===== config.mk =====
export PLATFORM = sky130hd
export DESIGN_NAME = invsqrt_arbiter
export DESIGN_NICKNAME = d
export VERILOG_FILES = /design/src/rtl/invsqrt_arbiter.sv
export SDC_FILE = /design/constraint.sdc
export NUM_CORES = 1
export LEC_CHECK = 0
export CORE_MARGIN = 10
export CORE_UTILIZATION = 35
export CTS_CLUSTER_DIAMETER = 40
export DETAILED_ROUTE_END_ITERATION = 6
export PLACE_DENSITY = 0.81
export SLEW_MARGIN = 10
export SYNTH_ARGS = -nofsm -noshare
export SYNTH_HDL_FRONTEND = slang
export SYNTH_SLANG_ARGS = --single-unit

===== constraint.sdc =====
create_clock -name clk -period 2.4 [get_ports clk]
set_input_delay 0.24 -clock clk [delete_from_list [all_inputs] [get_ports clk]]
set_output_delay 0.24 -clock clk [all_outputs]
set_load 0.02 [all_outputs]

===== src/rtl/invsqrt_arbiter.sv =====
// Round-robin arbiter sharing one invsqrt core among N_REQ requesters.
// Optional WAIT watchdog enabled by defining INVSQRT_ARB_TIMEOUT_EN.
module invsqrt_arbiter #(
    parameter int unsigned N_REQ          = 4,
    parameter int unsigned TIMEOUT_CYCLES = 64,
    localparam int unsigned GW            = (N_REQ > 1) ? $clog2(N_REQ) : 1
) (
    input  logic                clk,
    input  logic                rst_n,
    input  logic [N_REQ-1:0]    req_valid,
    input  logic [32*N_REQ-1:0] req_data,
    output logic [N_REQ-1:0]    req_ack,
    output logic [N_REQ-1:0]    resp_valid,
    output logic [31:0]         resp_data,
    output logic                resp_err,
    output logic                busy,
    output logic                core_start,
    output logic [31:0]         core_float_in,
    input  logic [31:0]         core_float_out,
    input  logic                core_ready
);

    if (N_REQ < 2 || N_REQ > 8 || TIMEOUT_CYCLES < 1) begin : g_bad_params
        $error("invsqrt_arbiter: N_REQ must be 2..8 and TIMEOUT_CYCLES at least 1");
    end

    typedef enum logic {StIdle, StWait} state_e;

    state_e            state_q, state_d;
    logic [GW-1:0]     rr_ptr_q, rr_ptr_d;
    logic [GW-1:0]     grant_q, grant_d;
    logic              ready_q;
    logic [N_REQ-1:0]  req_ack_q, req_ack_d;
    logic [N_REQ-1:0]  resp_valid_q, resp_valid_d;
    logic [31:0]       resp_data_q, resp_data_d;
    logic              core_start_q, core_start_d;
    logic [31:0]       core_float_in_q, core_float_in_d;
    logic              busy_q;

    logic              hi_found, lo_found;
    logic [GW-1:0]     hi_idx, lo_idx, pick;
    logic [31:0]       pick_data;
    logic              complete;

    // Round-robin: prefer the first request at or above rr_ptr, else wrap to the lowest.
    always_comb begin
        hi_found = 1'b0;
        hi_idx   = '0;
        lo_found = 1'b0;
        lo_idx   = '0;
        for (int i = 0; i < int'(N_REQ); i++) begin
            if (req_valid[i] && !lo_found) begin
                lo_found = 1'b1;
                lo_idx   = GW'(i);
            end
            if (req_valid[i] && !hi_found && i >= int'(rr_ptr_q)) begin
                hi_found = 1'b1;
                hi_idx   = GW'(i);
            end
        end
        pick = hi_found ? hi_idx : lo_idx;
    end

    always_comb begin
        pick_data = '0;
        for (int i = 0; i < int'(N_REQ); i++) begin
            if (GW'(i) == pick) pick_data = req_data[32*i +: 32];
        end
    end

    // A ready level carried over from the previous op is not a completion.
    assign complete = core_ready & ~ready_q;

`ifdef INVSQRT_ARB_TIMEOUT_EN
    localparam int unsigned CW = $clog2(TIMEOUT_CYCLES + 1);
    logic [CW-1:0] cnt_q, cnt_d;
    logic          resp_err_q, resp_err_d;
`endif

    always_comb begin
        state_d         = state_q;
        rr_ptr_d        = rr_ptr_q;
        grant_d         = grant_q;
        req_ack_d       = '0;
        resp_valid_d    = '0;
        resp_data_d     = resp_data_q;
        core_start_d    = 1'b0;
        core_float_in_d = core_float_in_q;
`ifdef INVSQRT_ARB_TIMEOUT_EN
        cnt_d           = cnt_q;
        resp_err_d      = resp_err_q;
`endif
        unique case (state_q)
            StIdle: begin
                if (|req_valid) begin
                    core_float_in_d = pick_data;
                    req_ack_d       = N_REQ'(1) << pick;
                    core_start_d    = 1'b1;
                    grant_d         = pick;
                    rr_ptr_d        = (pick == GW'(N_REQ - 1)) ? '0 : pick + GW'(1);
                    state_d         = StWait;
`ifdef INVSQRT_ARB_TIMEOUT_EN
                    cnt_d           = '0;
`endif
                end
            end
            StWait: begin
`ifdef INVSQRT_ARB_TIMEOUT_EN
                cnt_d = cnt_q + CW'(1);
`endif
                if (complete) begin
                    resp_data_d  = core_float_out;
                    resp_valid_d = N_REQ'(1) << grant_q;
                    state_d      = StIdle;
`ifdef INVSQRT_ARB_TIMEOUT_EN
                    resp_err_d   = 1'b0;
                end else if (cnt_q == CW'(TIMEOUT_CYCLES - 1)) begin
                    resp_data_d  = 32'h7FC0_0000;
                    resp_valid_d = N_REQ'(1) << grant_q;
                    resp_err_d   = 1'b1;
                    state_d      = StIdle;
`endif
                end
            end
            default: state_d = StIdle;
        endcase
    end

    always_ff @(posedge clk) begin
        if (!rst_n) begin
            state_q         <= StIdle;
            rr_ptr_q        <= '0;
            grant_q         <= '0;
            ready_q         <= 1'b0;
            req_ack_q       <= '0;
            resp_valid_q    <= '0;
            resp_data_q     <= '0;
            core_start_q    <= 1'b0;
            core_float_in_q <= '0;
            busy_q          <= 1'b0;
        end else begin
            state_q         <= state_d;
            rr_ptr_q        <= rr_ptr_d;
            grant_q         <= grant_d;
            ready_q         <= core_ready;
            req_ack_q       <= req_ack_d;
            resp_valid_q    <= resp_valid_d;
            resp_data_q     <= resp_data_d;
            core_start_q    <= core_start_d;
            core_float_in_q <= core_float_in_d;
            busy_q          <= (state_d == StWait);
        end
    end

`ifdef INVSQRT_ARB_TIMEOUT_EN
    always_ff @(posedge clk) begin
        if (!rst_n) begin
            cnt_q      <= '0;
            resp_err_q <= 1'b0;
        end else begin
            cnt_q      <= cnt_d;
            resp_err_q <= resp_err_d;
        end
    end
    assign resp_err = resp_err_q;
`else
    assign resp_err = 1'b0;
`endif

    assign req_ack       = req_ack_q;
    assign resp_valid    = resp_valid_q;
    assign resp_data     = resp_data_q;
    assign busy          = busy_q;
    assign core_start    = core_start_q;
    assign core_float_in = core_float_in_q;

endmodule

Yosys cells after proc, flatten, opt, wreduce, memory -nomap -nowiden --
Cells that the tools add are included.
Word-level totals: logic and storage cells 68, flip-flop bits (word level) 79, input port bits 167
Operators by class: shifts and indexed selects 2, add/subtract/negate cells 1, bitwise gates (word level) 5, muxes and demuxes 22, equality and inequality tests 4, $lt $le $gt $ge 3, reductions and logical operators 22
Operators by type and width (count):
- two-way mux 32 bit | 4
- two-way mux 2 bit | 6
- two-way mux 1 bit | 11
- logical AND 1 bit | 9
- left shift 1 x 2 -> 4 bit, first input constant | 2
- logical NOT 1 bit | 6
- equality test 2 bit, first input constant | 2
- greater-or-equal comparator 1 x 2 -> 1 bit, first input constant | 2
- inverter 1 bit | 4
- AND reduction 2 bit | 2
- OR reduction 4 bit | 1
- AND reduction 3 bit | 1
- OR reduction 3 bit | 1
- adder 2 x 1 -> 2 bit, second input constant | 1
- equality test 1 x 2 -> 1 bit, first input constant | 1
- equality test 2 bit, second input constant | 1
- greater-or-equal comparator 2 bit, first input constant | 1
- logical NOT 2 bit | 1
- one-hot mux 1 bit (2 select lines) | 1
- OR reduction 2 bit | 1
- AND 1 bit | 1

Logic depth before layout (Yosys ltp) --
depth in word-level cells 20, depth in mapped cells 12, mapped depth without buffers 9

Worst setup path after synthesis --
Ideal clock, no wire load.
path kind reg2reg, start reg rr_ptr_q[1], end reg core_float_in_q[11], in the netlist core_float_in[11], arrival 2.168 ns, path slack 0.162 ns, cell stages (with the launch flop) 11, buffers on the path 3, required time 2.330 ns, cell sequence dfxtp_1 -> mux2i_1 -> nor2_1 -> or3_1 -> buf_6 -> ha_1 -> buf_2 -> nor3b_2 -> clkbuf_1 -> a21oi_1 -> o2bb2ai_1
Between the ends: word-level cells in the longest chain between the ends 20, elaborated cells between the ends (all ways) 28, classes of those cells order compare (3); eq/ne (3); mux (12); reduce/logical (10)
Ends and longest elaborated chain:
- start, declared | line 30 | logic [GW-1:0] rr_ptr_q, rr_ptr_d;
- start signal, assigned | line 143 | rr_ptr_q <= rr_ptr_d;
- greater-or-equal comparator 1 x 2 -> 1 bit | line 56 | if (req_valid[i] && !hi_found && i >= int'(rr_ptr_q)) begin
- logical AND 1 bit | line 56
- two-way mux 1 bit | line 56
- logical NOT 1 bit | line 56
- logical AND 1 bit (2 in a row) | line 56
- two-way mux 1 bit | line 56
- logical NOT 1 bit | line 56
- logical AND 1 bit (2 in a row) | line 56
- two-way mux 1 bit | line 56
- logical NOT 1 bit | line 56
- logical AND 1 bit | line 56
- two-way mux 2 bit / two-way mux 1 bit (equally long branches) | line 56
- two-way mux 2 bit * | line 61 | pick = hi_found ? hi_idx : lo_idx;
- logical NOT 2 bit | line 67 | if (GW'(i) == pick) pick_data = req_data[32*i +: 32];
- two-way mux 32 bit (3 in a row) | line 67
- two-way mux 32 bit * | line 67
- end signal, assigned | line 150 | core_float_in_q <= core_float_in_d;
- end, declared | line 37 | logic [31:0] core_float_in_q, core_float_in_d;
Every way passes the cells marked *; elsewhere a longest branch is shown, timed or not. A chain may end at the register's enable or synchronous reset.

Final worst setup path --
start in req_valid[0], end reg core_float_in_q[18], in the netlist core_float_in[18]
Between the ends: word-level cells in the longest chain between the ends 19, elaborated cells between the ends (all ways) 39, classes of those cells eq/ne (3); mux (18); reduce/logical (18)
Ends and longest elaborated chain:
- start, declared | line 10 | input logic [N_REQ-1:0] req_valid,
- logical AND 1 bit | line 56
- two-way mux 1 bit | line 56
- logical NOT 1 bit | line 56
- logical AND 1 bit (2 in a row) | line 56
- two-way mux 1 bit | line 56
- logical NOT 1 bit | line 56
- logical AND 1 bit (2 in a row) | line 56
- two-way mux 1 bit | line 56
- logical NOT 1 bit | line 56
- logical AND 1 bit | line 56
- two-way mux 2 bit / two-way mux 1 bit (equally long branches) | line 56
- two-way mux 2 bit * | line 61
- net pick[1] | line 41 | logic [GW-1:0] hi_idx, lo_idx, pick;
- logical NOT 2 bit | line 67
- two-way mux 32 bit (3 in a row) | line 67
- two-way mux 32 bit * | line 67
Mark *: on every way through the listed nets, which the timed path passes. The rest lies on a longest branch.

==> out/metrics.cfg <==
[power_and_ir_drop]
p_total_w = 0.00393
seq_power_share_pct = 38.2
p_leak_nw = 2.31
clkPwrFrac_pct = 27.1
switching_share_pct = 32.4
peakVddDrop_mv = 0.277
p_int_w = 0.00266
p_per_area_nw_per_um2 = 623
p_sw_w = 0.00127
p_comb_share_pct = 34.7

[min_path]
hold_path_class = in -> reg

[clock_network]
cts_tree = yes
clockRootBuffer = clkbuf_8
clockBufferDepth = 2
htree_levels = 3
clock_sinks = 79
post_cts_buffers = 0
clk_latency_ps = 360
cts_buffers = 9
path_clk_slew_ps = 100

[sta]
period_minus_slack_ps = 2240
rsz0062_at_grt = false
finalMaxSlewViolations = 0
setup_viol = 0
finalHoldViolations = 0
finClkSkew_ps = 14.8
max_freq_mhz = 446
period_share_pct = 93.5
whs_ps = 464

[detailed_routing]
dr.pass1.iters = 4
viasPerCell = 5.15
avgRoutedWirePerCell_um = 19.2
ant_nets = 0
vias = 3909
drc = 0
wirelength_um = 14500
drt_iter0_drc = 252

[worst_setup_path]
path_depth = 12
critPathBufInv = 4
crit_type = in -> reg
arrival_ps = 2490
path_cells = clkdlybuf4s50_1 -> a21oi_1 -> o21a_1 -> o22ai_1 -> inv_2 -> ha_1 -> buf_4 -> buf_12 -> a21oi_1 -> o21ai_0 -> a21oi_1 -> o2bb2ai_1
max_stage_delay_ps = 570
cp.required_ps = 2640
cp-endpoint = core_float_in[18]
slowest_stage = clkdlybuf4s50_1
worstPathMaxFanout = 10
worstSetupStartpointType = primary input
rr_startpoint = rr_ptr_q[1]
reg2reg_depth = 11
cp_top_family = buffers and inverters
startpoint = req_valid[0]
r2r_slack_ps = 190
worstSetupEndpointType = flop
r2r_end = core_float_in[10]
cp_common_cell = a21oi_1

[floorplanning]
die_x_um = 118
row_count = 35
coreArea_um2 = 9330
initial_utilization_pct = 36.4
ios = 242
dieHeight_um = 118
die-area_um2 = 14000

[cells_and_area]
layout.nets = 796
final_common_cell = clkdlybuf4s50_1
design_area_um2 = 6310
drive_gt1_share_pct = 8.41
layout_common_cells = clkdlybuf4s50_1 (240), dfxtp_1 (78), a21oi_1 (65)
syn_to_final_growth_pct = 85.9
final_util_pct = 67.6
fin_cells = 759
diodes = 0

[placed_design]
gp_congestion = 0.830
placed_cell_area_um2 = 6100
port_buffers = 240
dp_hpwl_um = 11700
dp_cells = 743

[synthesis]
synth_nets = 556
syn-cell-area_um2 = 3390
synth.distinct_cells = 39
synthArstFlopShare_pct = 0
ys_ff_latch = 79
syn_avg_cell_area_um2 = 8.81
ys_warn_count = 0
postSynthCellCount = 385
dominantRegCellSynth = dfxtp_1
ys_seq_area_share_pct = 46.6
synth-edff-count = 0

[global_route]
grt_pass1_vias = 4029
grt_pass1_wl_um = 22300
grt_max_degree = 43
overflow = 0
antenna_found_initial = 0
grt_util_all_layers_pct = 19.5

[outcome]
status = completed

[run]
cap_violations = 0

routing by layer:
layer,track usage [%],vias to the layer above,part of all wire [%]
met2,36.0,174,53
met3,6.00,15,7.9
li1,-,1900,-
met1,21.2,1820,38
met4,5.04,0,1.4
met5,0,-,0
power by group through the flow:
stage	Sequential, W	Combinational [W]	Clock, W
2_1_floorplan	0.00166	0.000481	0
3_3_place_gp	0.00153	0.00134	0
3_5_place_dp	0.00153	0.00137	0
4_1_cts	0.00150	0.00137	0.00109
5_1_grt	0.00152	0.00147	0.00115
6_report	0.00150	0.00136	0.00107
stage by stage:
stage | worst slack [ps] | TNS (ps)
after detailed placement | -191 | -3830
final | 155 | 0
after global routing | 7.82 | 0
after floorplan | 162 | 0
after global placement | -86.8 | -1060
after CTS | 132 | 0
state kept, by name, summed over array words and instances (netlist names):
register / count
core_float_in: 32
resp_data: 32
req_ack: 4
resp_valid: 4
grant_q: 2
rr_ptr_q: 2
busy: 1
core_start: 1
ready_q: 1
Yosys cell counts, types with 3 or more instances:
cell       count  area [µm²]
o2bb2ai_1     32         280
ha_1           4        50.1
clkbuf_1      15        56.3
a21oi_1       66         330
nor3_1         4        20.0
o21ai_1        4        20.0
nor2_1         4        15.0
buf_2         13        65.1
buf_1          3        11.3
nand2_1       34         128
o21ai_0       59         295
dfxtp_1       79        1580
a22o_1        35         307
inv_1          4        15.0
kinds of logic (layout without fill, tap and decap cells):
group	after synthesis	after routing	share of synthesized area, %
compound gates	201	201	37.5
flops	79	79	46.6
simple gates	56	56	8.11
buf+inv	43	288	5.90
fa+ha+maj	4	4	1.47
other cells	1	1	0.111
mux	1	1	0.295
worst reg2reg max path: cells and delay by family, from the launching register on:
| kind | cells | cell delay, ps |
|---|---|---|
| simple gates | 3 | 530 |
| fa+ha+maj | 1 | 210 |
| flops | 1 | 390 |
| buf+inv | 3 | 400 |
| mux | 1 | 210 |
| compound gates | 3 | 410 |
worst min path at each step:
| stage | start | to | cells past startpoint |
|---|---|---|---|
| 5_1_grt | core_float_out[0] | resp_data[0] | 2 |
| 2_1_floorplan | core_float_out[10] | resp_data[10] | 1 |
| 4_1_cts | core_float_out[0] | resp_data[0] | 2 |
| 3_3_place_gp | core_float_in[1] | core_float_in[1] | 1 |
| 3_5_place_dp | core_float_in[21] | core_float_in[21] | 1 |
| 6_report | core_float_out[0] | resp_data[0] | 2 |
area by class of cell:
class	count	area, µm²
fillers	767	3020
repair buffers	265	2700
multi-input cells	263	1620
flip-flops and latches	79	1580
well taps	129	161
clock buffers	9	124
clock inverters	7	86.3
inverters	7	27.5
timing repair:
item	CTS	global route
gates resized for setup	0	1
endpoints found under the setup margin	0	4
hold buffers	0	0
No activity file was read; power rests on OpenSTA's default activity.
